### src/rtl/sd_spi.sv
// SPI mode-0 byte shifter for an SD card: MSB first, 8 bits per transfer,
// sdclk derived from fclk by a programmable half-period divider.
module sd_spi #(
    parameter int unsigned CLKDIV = 2
) (
    input  logic       fclk,
    input  logic       rst_n,
    input  logic       start,
    input  logic [7:0] din,
    output logic [7:0] dout,
    output logic       busy,
    output logic       done,
    output logic       sdclk,
    output logic       sddo,
    input  logic       sddi
);

    localparam logic [7:0] DivLast = 8'(CLKDIV - 1);

    typedef enum logic [0:0] {StIdle, StShift} state_e;

    state_e     state_q, state_d;
    logic [7:0] div_q, div_d;
    logic [2:0] bit_q, bit_d;
    logic [7:0] tx_q, tx_d;
    logic [7:0] rx_q, rx_d;
    logic [7:0] dout_q, dout_d;
    logic       sdclk_q, sdclk_d;
    logic       sddo_q, sddo_d;
    logic       busy_q, busy_d;
    logic       done_q, done_d;

    always_ff @(posedge fclk) begin
        if (!rst_n) begin
            state_q <= StIdle;
            div_q   <= '0;
            bit_q   <= '0;
            tx_q    <= 8'hFF;
            rx_q    <= '0;
            dout_q  <= 8'hFF;
            sdclk_q <= 1'b0;
            sddo_q  <= 1'b1;
            busy_q  <= 1'b0;
            done_q  <= 1'b0;
        end else begin
            state_q <= state_d;
            div_q   <= div_d;
            bit_q   <= bit_d;
            tx_q    <= tx_d;
            rx_q    <= rx_d;
            dout_q  <= dout_d;
            sdclk_q <= sdclk_d;
            sddo_q  <= sddo_d;
            busy_q  <= busy_d;
            done_q  <= done_d;
        end
    end

    always_comb begin
        state_d = state_q;
        div_d   = div_q;
        bit_d   = bit_q;
        tx_d    = tx_q;
        rx_d    = rx_q;
        dout_d  = dout_q;
        sdclk_d = sdclk_q;
        sddo_d  = sddo_q;
        busy_d  = busy_q;
        done_d  = 1'b0;

        unique case (state_q)
            StIdle: begin
                sdclk_d = 1'b0;
                if (start) begin
                    state_d = StShift;
                    tx_d    = din;
                    sddo_d  = din[7];
                    busy_d  = 1'b1;
                    div_d   = '0;
                    bit_d   = '0;
                end
            end
            StShift: begin
                if (div_q == DivLast) begin
                    div_d   = '0;
                    sdclk_d = ~sdclk_q;
                    // Falling edge: capture MISO and advance MOSI together.
                    if (sdclk_q) begin
                        rx_d   = {rx_q[6:0], sddi};
                        tx_d   = {tx_q[6:0], 1'b1};
                        sddo_d = tx_q[6];
                        bit_d  = bit_q + 3'd1;
                        if (bit_q == 3'd7) begin
                            state_d = StIdle;
                            dout_d  = {rx_q[6:0], sddi};
                            busy_d  = 1'b0;
                            done_d  = 1'b1;
                            sddo_d  = 1'b1;
                        end
                    end
                end else begin
                    div_d = div_q + 8'd1;
                end
            end
            default: state_d = StIdle;
        endcase
    end

    assign dout  = dout_q;
    assign busy  = busy_q;
    assign done  = done_q;
    assign sdclk = sdclk_q;
    assign sddo  = sddo_q;

endmodule

### config.mk
export PLATFORM = sky130hd
export DESIGN_NAME = sd_spi
export DESIGN_NICKNAME = d
export VERILOG_FILES = /design/src/rtl/sd_spi.sv
export SDC_FILE = /design/constraint.sdc
export NUM_CORES = 1
export LEC_CHECK = 0
export CAP_MARGIN = 0
export CORE_UTILIZATION = 61
export CTS_CLUSTER_SIZE = 30
export DETAILED_ROUTE_END_ITERATION = 10
export DONT_BUFFER_PORTS = 1
export PLACE_DENSITY_LB_ADDON = 0.1
export SLEW_MARGIN = 15
export SYNTH_ARGS = -nofsm -noshare
export SYNTH_HDL_FRONTEND = slang
export SYNTH_SLANG_ARGS = --single-unit
### constraint.sdc
create_clock -name fclk -period 1.73 [get_ports fclk]
set_input_delay 0.173 -clock fclk [delete_from_list [all_inputs] [get_ports fclk]]
set_output_delay 0.173 -clock fclk [all_outputs]
set_load 0.05 [all_outputs]
==> flow_summary.ini <==
[status]
run_status = finished clean

[logic_synthesis]
ys_seq_area_share_pct = 43.55
synth_nets = 196
ys_warn_count = 0
synthCells = 180
syn_avg_cell_area_um2 = 9.704
syn_area_mm2 = 0.001747
ys_seq_elements = 38
synth.distinct_cells = 39

[route]
finalWirelength_mm = 3.673
ant_nets = 0
first_pass_iters = 4
via_count = 1375
vias_per_cell = 6.138
wl_per_cell_um = 16.40
drc = 0
initialDrtViolationCount = 38

[power]
ir_drop_uv = 701.5
powerDensity_mw_per_mm2 = 829.4
p_leak_nw = 0.8642
finalPower_mw = 1.630

[clock_tree]
cts_tree = done
clockBufferDepth = 2
htreeDepth = 2
worstSkewPairLatency_ns = 0.34
numCtsBuffers = 5
numClockSinks = 38
cts_root_buf = clkbuf_4
path_clk_slew_ns = 0.12

[sta]
post-route-period-util_pct = 97.31
worst_pin_slew_ns = 0.7358
hold_viol = 0
fin_worst_skew_ns = 0.01038
period_needed_ns = 1.683
setup_viol = 0
slew_headroom_pct = 50.79
max_freq_ghz = 0.5940
setup_slack_ns = 0.04657
timing.final.max_slew_violations = 0

[worst_setup_path]
start_kind = flip-flop
criticalPathCategory = flip-flop to flip-flop
cp.arrival_ns = 1.88
crit_fanout = 10
end_kind = flip-flop
cp.required_ns = 1.93

[final_layout]
area_delta_synth_final_pct = 12.54
insertedDiodeCount = 0
drive_gt1_share_pct = 15.03
nets = 208

[placement]
gp_congestion = 0.8017
dp_hpwl_mm = 2.352
port_buffers = 0
dpl_worst_slack_ns = 0.02327

[floorplanning]
pin_count = 24
core_area_mm2 = 0.002734
start_util_pct = 63.89
die_h_um = 55.51
die_w_um = 55.51
rows = 19
die_area_mm2 = 0.003081

[global_route]
grt_pass1_vias = 1294
overflow = 0
grtUsageTotal_pct = 24.39
grt_pass1_wl_mm = 5.796
grt_max_degree = 28
antenna_found_initial = 0

[hold_path]
min_path_type = input pin to flip-flop

[job]
drv_cap = 0
metal layers:
layer | part of all wire [%] | up-vias | global-route usage [%] | wire length, um
met5 | 0 | - | 0 | 0
met4 | 1.2 | 0 | 11.07 | 44
met3 | 2.7 | 5 | 5.621 | 98
met2 | 48 | 23 | 39.93 | 1759
met1 | 48 | 673 | 30.49 | 1771
li1 | - | 674 | - | -
area by class of cell:
type | count | area [um2]
fillers | 211 | 768.2
clock buffers | 8 | 78.83
well taps | 31 | 38.79
inverters | 1 | 3.754
flip-flops and latches | 38 | 762.0
multi-input cells | 131 | 942.2
repair buffers | 15 | 140.1
cells by family (layout without fill, tap and decap cells):
group	count (synthesis)	in the layout	share of synthesized area (%)
multiplexers	27	27	15.47
flip-flops	38	38	43.55
adder cells (fa/ha/maj)	4	4	2.865
AND/OR/NAND/NOR	70	70	23.57
AO/OA/AOI/OAI	28	28	10.39
XOR/XNOR	2	2	1.003
buffers and inverters	11	24	3.151
final timing paths:
check | from | to | slack, ns | depth (start not counted)
setup / recovery | bit_q[0] | dout[0] | 0.05 | 7
hold / removal | rst_n | bit_q[1] | 0.01 | 2
setup reg to reg | bit_q[0] | dout[0] | 0.05 | 7
hold reg to reg | rx_q[6] | rx_q[6] | 0.48 | 2
registers in the layout (all words and copies together), names as in the netlist, 3 cells and up:
register,flops
div_q,8
dout,8
rx_q,7
tx_q,7
bit_q,3
worst max-delay path, stage by stage (launching register included):
cell,delay (ns)
dfxtp_1,0.35
ha_1,0.21
ha_1,0.18
and2_1,0.17
nand4_1,0.09
buf_4,0.22
mux2i_1,0.24
nand2_1,0.08
through the flow:
| stage | setup TNS [ns] | cells | instance area, um2 | utilization (%) | hold WS, ns |
|---|---|---|---|---|---|
| 2_1_floorplan | 0 | 180 | 1747 | - | 0.2981 |
| 3_3_place_gp | 0 | 208 | 1799 | 65.81 | 0.2396 |
| 3_5_place_dp | 0 | 208 | 1799 | 65.81 | 0.2411 |
| 4_1_cts | 0 | 220 | 1918 | 70.16 | 0.002583 |
| 5_1_grt | -0.05659 | 224 | 1966 | 71.90 | 0.001401 |
| 6_report | 0 | 224 | 1966 | 71.90 | 0.01043 |
cells in the final DEF (no fill, tap or decap), types with 2 or more instances in the layout:
cell type,count
dfxtp_1,37
mux2i_1,27
nand2_1,23
a21oi_1,10
nand3b_1,9
nand3_1,8
buf_4,8
dlygate4sd3_1,6
nand4_1,5
o21ai_0,5
clkbuf_4,5
nor2_1,4
a31oi_1,4
ha_1,4
nor3_1,3
nor2b_1,3
clkbuf_8,3
a21boi_0,2
and3_1,2
and3_2,2
nand2b_1,2
where the power goes:
| part | internal [mW] | switching [mW] | total (mW) | leakage, nW |
|---|---|---|---|---|
| clock | 0.278 | 0.288 | 0.566 | 0.0446 |
| combinational | 0.0676 | 0.0768 | 0.144 | 0.510 |
| sequential | 0.896 | 0.0241 | 0.920 | 0.309 |
| total | 1.24 | 0.389 | 1.63 | 0.864 |
cell usage after synthesis (all sizes together):
cell,n,area (um2)
mux2i,27,270.3
inv,1,3.750
a32o,1,10.01
nor3b,2,20.02
nor2b,3,18.77
a21o,1,7.510
nand2b,2,12.51
nand4,5,31.28
xnor2,1,8.760
and4b,1,11.26
and3,5,38.78
nor2,4,15.01
a311o,1,10.01
ha,4,50.05
nand3,8,40.04
nor4b,1,23.77
and3b,1,8.760
and2,1,6.260
dfxtp,38,760.7
xor2,1,8.760
a21oi,11,55.05
o21ai,5,25.02
buf,4,28.77
nand2,24,92.59
clkbuf,6,22.52
a21boi,2,15.01
a31oi,4,25.02
a211oi,1,12.51
nand3b,9,67.56
o31ai,1,12.51
nor3,4,25.02
a41oi,1,8.760
repair_timing:
action,in CTS,in global routing
setup buffers,0,2
endpoints found under the setup margin,0,19
hold endpoints to repair,19,6
resized for setup,0,3
hold buffers,4,2
Note: power is estimated with default switching activity, not from simulation.
